File: src/rtl/linear_network_multicast_pipe_pkg.sv
// rtl/linear_network_multicast_pipe_pkg.sv - shared defaults for the multicast distribution chain
package linear_network_multicast_pipe_pkg;

  localparam int DEFAULT_DATA_WIDTH = 32;
  localparam int DEFAULT_NUM_NODE   = 4;

endpackage

File: src/rtl/linear_network_multicast_node.sv
// rtl/linear_network_multicast_node.sv - one chain stage: local delivery plus downstream forward
module linear_network_multicast_node
  import linear_network_multicast_pipe_pkg::*;
#(
  parameter int DATA_WIDTH = DEFAULT_DATA_WIDTH,
  parameter int NUM_NODE   = DEFAULT_NUM_NODE,
  parameter int NODE_ID    = 0
) (
  input  logic                  clk,
  input  logic                  rst,
  input  logic                  en,
  input  logic                  up_valid,
  output logic                  up_ready,
  input  logic [NUM_NODE-1:0]   up_mask,
  input  logic [DATA_WIDTH-1:0] up_data,
  output logic                  dn_valid,
  input  logic                  dn_ready,
  output logic [NUM_NODE-1:0]   dn_mask,
  output logic [DATA_WIDTH-1:0] dn_data,
  output logic                  loc_valid,
  input  logic                  loc_ready,
  output logic [DATA_WIDTH-1:0] loc_data
);

  localparam int MASK_W = NUM_NODE;
  // Destinations strictly beyond this node; empty for the last stage.
  localparam logic [MASK_W-1:0] HI_MASK = {MASK_W{1'b1}} << (NODE_ID + 1);

  logic                  vld;
  logic                  loc_done;
  logic                  fwd_done;
  logic [MASK_W-1:0]     mask;
  logic [DATA_WIDTH-1:0] data;

  logic need_loc;
  logic need_fwd;
  logic loc_fire;
  logic fwd_fire;
  logic loc_ok;
  logic fwd_ok;
  logic leave;
  logic load;

  assign need_loc  = mask[NODE_ID];
  assign need_fwd  = |(mask & HI_MASK);

  assign loc_valid = en & vld & need_loc & ~loc_done;
  assign loc_data  = loc_valid ? data : '0;
  assign loc_fire  = loc_valid & loc_ready;

  assign dn_valid  = en & vld & need_fwd & ~fwd_done;
  assign dn_mask   = mask & HI_MASK;
  assign dn_data   = data;
  assign fwd_fire  = dn_valid & dn_ready;

  assign loc_ok    = ~need_loc | loc_done | loc_fire;
  assign fwd_ok    = ~need_fwd | fwd_done | fwd_fire;
  assign leave     = en & vld & loc_ok & fwd_ok;

  // Ready depends on this cycle's leave, so a full chain still moves one flit per cycle.
  assign up_ready  = en & (~vld | leave);
  assign load      = up_valid & up_ready;

  always_ff @(posedge clk) begin
    if (rst) begin
      vld      <= 1'b0;
      loc_done <= 1'b0;
      fwd_done <= 1'b0;
    end else if (load) begin
      vld      <= 1'b1;
      loc_done <= 1'b0;
      fwd_done <= 1'b0;
    end else if (leave) begin
      vld      <= 1'b0;
      loc_done <= 1'b0;
      fwd_done <= 1'b0;
    end else if (en & vld) begin
      loc_done <= loc_done | loc_fire;
      fwd_done <= fwd_done | fwd_fire;
    end
  end

  always_ff @(posedge clk) begin
    if (load) begin
      data <= up_data;
      mask <= up_mask;
    end
  end

endmodule

File: src/rtl/linear_network_multicast_pipe.sv
// rtl/linear_network_multicast_pipe.sv - pipelined multicast chain of NUM_NODE stages with injection port
module linear_network_multicast_pipe
  import linear_network_multicast_pipe_pkg::*;
#(
  parameter int DATA_WIDTH = DEFAULT_DATA_WIDTH,
  parameter int NUM_NODE   = DEFAULT_NUM_NODE
) (
  input  logic                           clk,
  input  logic                           rst,
  input  logic                           i_en,
  input  logic                           i_valid,
  output logic                           o_ready,
  input  logic [DATA_WIDTH-1:0]          i_data_bus,
  input  logic [NUM_NODE-1:0]            i_dest,
  output logic [NUM_NODE-1:0]            o_valid,
  input  logic [NUM_NODE-1:0]            i_ready,
  output logic [NUM_NODE*DATA_WIDTH-1:0] o_data_bus
);

  localparam int MASK_W = NUM_NODE;

  for (genvar k = 0; k < NUM_NODE; k++) begin : g_node
    logic                  up_valid;
    logic                  up_ready;
    logic [MASK_W-1:0]     up_mask;
    logic [DATA_WIDTH-1:0] up_data;
    logic                  dn_valid;
    logic                  dn_ready;
    logic [MASK_W-1:0]     dn_mask;
    logic [DATA_WIDTH-1:0] dn_data;

    if (k == 0) begin : g_inject
      // An empty mask is handshaken at the port but never loaded.
      assign up_valid = i_valid & (|i_dest);
      assign up_mask  = i_dest;
      assign up_data  = i_data_bus;
    end else begin : g_link
      assign up_valid = g_node[k-1].dn_valid;
      assign up_mask  = g_node[k-1].dn_mask;
      assign up_data  = g_node[k-1].dn_data;
    end

    if (k == NUM_NODE - 1) begin : g_tail
      logic unused_tail;
      assign dn_ready    = 1'b0;
      assign unused_tail = ^{dn_valid, dn_mask, dn_data};
    end else begin : g_mid
      assign dn_ready = g_node[k+1].up_ready;
    end

    linear_network_multicast_node #(
      .DATA_WIDTH (DATA_WIDTH),
      .NUM_NODE   (NUM_NODE),
      .NODE_ID    (k)
    ) u_node (
      .clk       (clk),
      .rst       (rst),
      .en        (i_en),
      .up_valid  (up_valid),
      .up_ready  (up_ready),
      .up_mask   (up_mask),
      .up_data   (up_data),
      .dn_valid  (dn_valid),
      .dn_ready  (dn_ready),
      .dn_mask   (dn_mask),
      .dn_data   (dn_data),
      .loc_valid (o_valid[k]),
      .loc_ready (i_ready[k]),
      .loc_data  (o_data_bus[k*DATA_WIDTH +: DATA_WIDTH])
    );
  end

  assign o_ready = g_node[0].up_ready;

endmodule

File: config.mk
export PLATFORM = sky130hd
export DESIGN_NAME = linear_network_multicast_pipe
export DESIGN_NICKNAME = d
export VERILOG_FILES = /design/src/rtl/linear_network_multicast_pipe_pkg.sv /design/src/rtl/linear_network_multicast_node.sv /design/src/rtl/linear_network_multicast_pipe.sv
export SDC_FILE = /design/constraint.sdc
export NUM_CORES = 1
export LEC_CHECK = 0
export BUFFER_PORTS_ARGS = -buffer_cell sky130_fd_sc_hd__buf_4
export CAP_MARGIN = 20
export CORE_ASPECT_RATIO = 0.6
export CORE_MARGIN = 1
export CORE_UTILIZATION = 46
export CTS_CLUSTER_SIZE = 24
export DETAILED_ROUTE_END_ITERATION = 7
export PLACE_DENSITY = 0.76
export REMOVE_ABC_BUFFERS = 1
export SYNTH_ARGS = -nofsm -noshare
export SYNTH_HDL_FRONTEND = slang
export SYNTH_SLANG_ARGS = --single-unit
File: constraint.sdc
create_clock -name clk -period 4.72 [get_ports clk]
set_input_delay 1.416 -clock clk [delete_from_list [all_inputs] [get_ports clk]]
set_output_delay 1.416 -clock clk [all_outputs]
set_load 0.02 [all_outputs]
* Yosys cells after proc, flatten, opt, wreduce, memory -nomap -nowiden
Index checks and enable logic that the tools add are counted.
Storage, ports and cells: memory bits (writable) 0, flip-flop bits (word level) 149, latch bits 0, memory bits (read-only) 0, output and inout bits 133, memories kept 0, word-level logic and storage cells 123, input bits 44
Cells by class: add/sub/neg operators 0, reduce and logical (&&, ||, !) cells 11, multiply operators 0, magnitude comparators 0, equality and inequality tests 0, bitwise logic cells 81, mux-type cells 12, shifts and indexed selects 0, divide/modulo/power cells 0
Operator list (number):
- $mux W32 | 4
- $and A1 B1 Y1 | 38
- $or A1 B1 Y1 | 25
- $not A1 Y1 | 18
- $reduce_or A3 Y1 | 5
- $mux W1 | 8
- $reduce_bool A2 Y1 | 4
- $reduce_or A4 Y1 | 1
- $reduce_or A2 Y1 | 1

* Logic depth before layout (Yosys ltp)
depth in word-level cells 25, gate-level depth with buffers 5, depth with buffers taken out 4

* By module
A second synthesis with hierarchy kept.
Unflattened totals: cells, all modules 383, area, all modules 5949.5 µm²
By module, submodules not included:
- linear_network_multicast_node (g_node[0].u_node) | cells each 101, instances 1, sequential area each 1141.1 µm², area each 1536.5 µm²
- linear_network_multicast_node (g_node[1].u_node) | cells each 100, instances 1, sequential area each 1111.1 µm², area each 1525.2 µm²
- linear_network_multicast_node (g_node[2].u_node) | cells each 95, instances 1, sequential area each 1081.0 µm², area each 1491.4 µm²
- linear_network_multicast_node (g_node[3].u_node) | cells each 85, instances 1, sequential area each 1031.0 µm², area each 1381.3 µm²
- linear_network_multicast_pipe | cells each 2, instances 1, sequential area each 0.0 µm², area each 15.0 µm²

* Worst setup path before layout
OpenSTA, ideal clock, no wires.
path kind input port to flip-flop, start in i_en, end reg g_node[0].u_node.data[0] (enable), cell stages on the path 4, buffers on the path 0, required time 4246 ps, slack -337 ps, library setup time 474 ps, arrival time 4583 ps, cells stage by stage nand2_1 -> a311o_1 -> and4_1 -> nor3_1
On the way: word-level cells in the longest chain between the ends 24, elaborated cells between the ends (all ways) 48, those cells by class bitwise (48)
RTL lines:
- from (decl) | RTL line linear_network_multicast_pipe.sv:10 | input logic i_en,
- $and A1 B1 Y1 | RTL line linear_network_multicast_node.sv:47, linear_network_multicast_node.sv:58
- $and A1 B1 Y1 (2 in a row) | RTL line linear_network_multicast_node.sv:47 | assign loc_valid = en & vld & need_loc & ~loc_done;
- $and A1 B1 Y1 | RTL line linear_network_multicast_node.sv:49 | assign loc_fire = loc_valid & loc_ready;
- $or A1 B1 Y1 | RTL line linear_network_multicast_node.sv:56 | assign loc_ok = ~need_loc | loc_done | loc_fire;
- $and A1 B1 Y1 | RTL line linear_network_multicast_node.sv:58 | assign leave = en & vld & loc_ok & fwd_ok;
- $or A1 B1 Y1 | RTL line linear_network_multicast_node.sv:61 | assign up_ready = en & (~vld | leave);
- $and A1 B1 Y1 | RTL line linear_network_multicast_node.sv:61
- $and A1 B1 Y1 | RTL line linear_network_multicast_node.sv:54 | assign fwd_fire = dn_valid & dn_ready;
- (+8 left out)
- $and A1 B1 Y1 | RTL line linear_network_multicast_node.sv:61
- $and A1 B1 Y1 | RTL line linear_network_multicast_node.sv:54
- $or A1 B1 Y1 | RTL line linear_network_multicast_node.sv:57 | assign fwd_ok = ~need_fwd | fwd_done | fwd_fire;
- $and A1 B1 Y1 | RTL line linear_network_multicast_node.sv:58
- $or A1 B1 Y1 | RTL line linear_network_multicast_node.sv:61
- $and A1 B1 Y1 (*) | RTL line linear_network_multicast_node.sv:61
- $and A1 B1 Y1 (*) | RTL line linear_network_multicast_node.sv:62 | assign load = up_valid & up_ready;
- named net g_node[0].u_node.load | RTL line linear_network_multicast_node.sv:42 | logic load;
- to (signal assigned) | RTL line linear_network_multicast_node.sv:85 | data <= up_data;
- to (decl) | RTL line linear_network_multicast_node.sv:33 | logic [DATA_WIDTH-1:0] data;
Mark *: on every way through the listed nets, which the timed path passes. The rest lies on a longest branch. A chain may end at the register's enable or synchronous reset.

* Worst setup path in the final report
start in i_ready[3], end out o_ready
On the way: word-level cells in the longest chain between the ends 20
RTL lines:
- from (decl) | RTL line linear_network_multicast_pipe.sv:16 | input logic [NUM_NODE-1:0] i_ready,
- $and A1 B1 Y1 | RTL line linear_network_multicast_node.sv:49
- $or A1 B1 Y1 | RTL line linear_network_multicast_node.sv:56
- $and A1 B1 Y1 | RTL line linear_network_multicast_node.sv:58
- $or A1 B1 Y1 | RTL line linear_network_multicast_node.sv:61
- $and A1 B1 Y1 | RTL line linear_network_multicast_node.sv:61
- $and A1 B1 Y1 | RTL line linear_network_multicast_node.sv:54
- $or A1 B1 Y1 | RTL line linear_network_multicast_node.sv:57
- $and A1 B1 Y1 | RTL line linear_network_multicast_node.sv:58
- (+4 left out)
- $and A1 B1 Y1 | RTL line linear_network_multicast_node.sv:58
- $or A1 B1 Y1 | RTL line linear_network_multicast_node.sv:61
- $and A1 B1 Y1 | RTL line linear_network_multicast_node.sv:61
- $and A1 B1 Y1 | RTL line linear_network_multicast_node.sv:54
- $or A1 B1 Y1 | RTL line linear_network_multicast_node.sv:57
- $and A1 B1 Y1 | RTL line linear_network_multicast_node.sv:58
- $or A1 B1 Y1 | RTL line linear_network_multicast_node.sv:61
- $and A1 B1 Y1 | RTL line linear_network_multicast_node.sv:61
- to (decl) | RTL line linear_network_multicast_pipe.sv:12 | output logic o_ready,
No other way between the ends.

==> flow_metrics.tcl <==
set metrics [dict create \
    status "finished, final reports clean" \
    die_w_um 146 \
    grt_pass1_wl_um 19000 \
    layout_common_cells "buf_4, edfxtp_1, and2_1" \
    startpoint_type "input pin" \
    max_cap_viol_count 0 \
    synth-simple-area-share_pct 18.6 \
    num_vias 3636 \
    grt_max_degree 36 \
    yosys.area_share.xor_xnor_pct 0 \
    ioPinCount 177 \
    clk_pin_slew_ns 0.06 \
    synth_cell_type_count 38 \
    final_common_cell "buf_4" \
    r2r_slack_ns 1.96 \
    synth_seq_area_share_pct 76.1 \
    synth.mux.area_fraction_pct 0 \
    drc 0 \
    area_growth_pct 37.5 \
    hold_violations 0 \
    holdBufCountCts 0 \
    period_needed_ns 4.28 \
    clk_latency_ns 0.40 \
    cts_resized 0 \
    dieArea_sq_mm 0.0129 \
    synth_compound_area_share_pct 3.45 \
    worst_slew_pin_slew_ns 0.769 \
    arrival_ns 2.86 \
    setup_slack_ns 0.445 \
    cts_setup_buffers 0 \
    nFillCells 917 \
    placedCellCount 700 \
    max_slew_margin_pct 48.7 \
    grt_antenna_before_repair 1 \
    cp-end-kind "primary output" \
    clock_skew_ns 0.00868 \
    hp-start "g_node[1].u_node.dn_data[9]$_DFFE_PP_" \
    slowest_stage "a311o_1" \
    async_flop_share_pct 0 \
    final_nets 598 \
    ir_drop_uv 260 \
    p_leak_nw 3.14 \
    die_h_um 88.5 \
    power_density_mw_per_mm2 367 \
    wl_per_cell_um 17.7 \
    critPathRequiredTime_ns 3.30 \
    reg2regPathDepth 5 \
    slew_violations 0 \
    fin_cells 732 \
    rsz0062_at_grt "no" \
    hp-class "reg2reg" \
    cts_tree "done" \
    power_mw 2.89 \
    root_buffer "clkbuf_16" \
    r2r_end "g_node[1].u_node.dn_data[6]$_DFFE_PP_" \
    cp_common_cell "buf_4" \
    initialDrtViolationCount 188 \
    initial_core_util_pct 47.4 \
    cts_max_path_buffers 2 \
    slowest_delay_ns 0.43 \
    dp_hpwl_um 9360 \
    ys_ff_latch 149 \
    cts_buffers 17 \
    post-place-ws_ns 0.464 \
    gp_congestion 0.929 \
    port_buffers 176 \
    crit_type "in2out" \
    rows 31 \
    grt_pass1_vias 3480 \
    reg2reg_from "g_node[2].u_node.vld$_SDFFE_PP0P_" \
    synth_top_family_by_area "simple AND/OR/NAND/NOR gates" \
    layout-drive-gt1-share_pct 40.6 \
    fin_crit_sh_pct 90.6 \
    numClockSinks 149 \
    grt_use_total_pct 20.0 \
    syn_area_per_cell_sq_um 15.6 \
    netlist_instances 367 \
    routed_wl_um 13000 \
    ys.flop_type "edfxtp_1" \
    synthesis.area_sq_mm 0.00573 \
    cp_max_fo 5 \
    gr-total-overflow 0 \
    synthAdderAreaFrac_pct 0 \
    viasPerCell 4.97 \
    core-area_sq_mm 0.0121 \
    postRouteAntennaNets 0 \
    setup_viol 0 \
    firstDrtPassIters 6 \
    hold_depth 0 \
    h-tree-depth 4 \
    synth-edff-count 138 \
    synth_warnings 0 \
    cp_cell_sequence "buf_4, nor3b_2, a311o_1, and4_1, nor3_1, buf_4" \
    n_antenna_cell 0 \
    hold_end "g_node[2].u_node.dn_data[9]$_DFFE_PP_" \
    max_freq_mhz 234 \
]
[synth_stat cells (all sizes together) (2+ instances only)]
cell	instances	area, sq um
edfxtp	138	4140
and2	128	801
clkbuf	12	45.0
dfxtp	11	220
a21oi	7	35.0
nor3b	7	72.6
buf	6	38.8
inv	6	22.5
nand2	6	22.5
nand3	6	30.0
nor3	6	30.0
o21ai	5	25.0
nor2	4	15.0
a2111oi	2	30.0
a311oi	2	23.8
nor4	2	12.5
o211ai	2	15.0
o21ba	2	20.0
or3	2	12.5
[cell families after synthesis]
logic type | Yosys count
flops | 149
simple gates | 168
buf+inv | 24
compound gates | 26
[worst max-delay path, delay by kind of cell]
kind                   cells  cell delay [ns]
buffers and inverters      2             0.29
AOI/OAI and AO/OA          1             0.43
and+or+nand+nor            3             0.72
[metrics by stage]
step	TNS [ns]	utilization, %	instance area (sq um)	hold WS, ns
CTS	0	65.1	7880	0.440
global placement	0	60.4	7310	0.423
finish	0	65.1	7880	0.436
detailed placement	0	60.4	7310	0.426
global route	0	65.1	7880	0.447
floorplan	-12.36	-	5650	0.417
[final cells by class]
cell class | count | area [sq um] | share of cell area [%]
multi-input cells | 194 | 1310 | 16.6
repair buffers | 186 | 1410 | 17.9
well taps | 165 | 206 | 2.62
clock buffers | 17 | 425 | 5.40
flip-flops and latches | 149 | 4360 | 55.4
inverters | 6 | 22.5 | 0.286
clock inverters | 15 | 144 | 1.83
[registers in the layout (all words and copies together), names as in the netlist]
register / cells
g_node.u_node.fwd_done: 3
g_node.u_node.mask: 10
g_node.u_node.dn_data: 128
g_node.u_node.vld: 4
g_node.u_node.loc_done: 4
[report_power, final]
group / switching, mW / leakage, nW / internal [mW]
registers: 0.0191 / 1.35 / 1.48
clock network: 0.541 / 0.281 / 0.740
logic: 0.0638 / 1.51 / 0.0504
[worst max-delay path by stage]
stage | start | to
5_1_grt | i_ready[3] | o_ready
2_1_floorplan | i_en | g_node[0].u_node.dn_data[0]$_DFFE_PP_
4_1_cts | i_ready[3] | o_ready
3_5_place_dp | i_ready[3] | o_ready
3_3_place_gp | i_ready[3] | o_ready
6_report | i_ready[3] | o_ready
[metal layers]
layer | vias to the layer above | track usage, % | part of all wire (%)
li1 | 1692 | - | -
met2 | 149 | 31.5 | 48
met4 | 0 | 9.19 | 1.7
met5 | - | 0 | 0
met1 | 1773 | 26.7 | 44
met3 | 22 | 5.15 | 6.5
No activity file was read; power rests on OpenSTA's default activity.
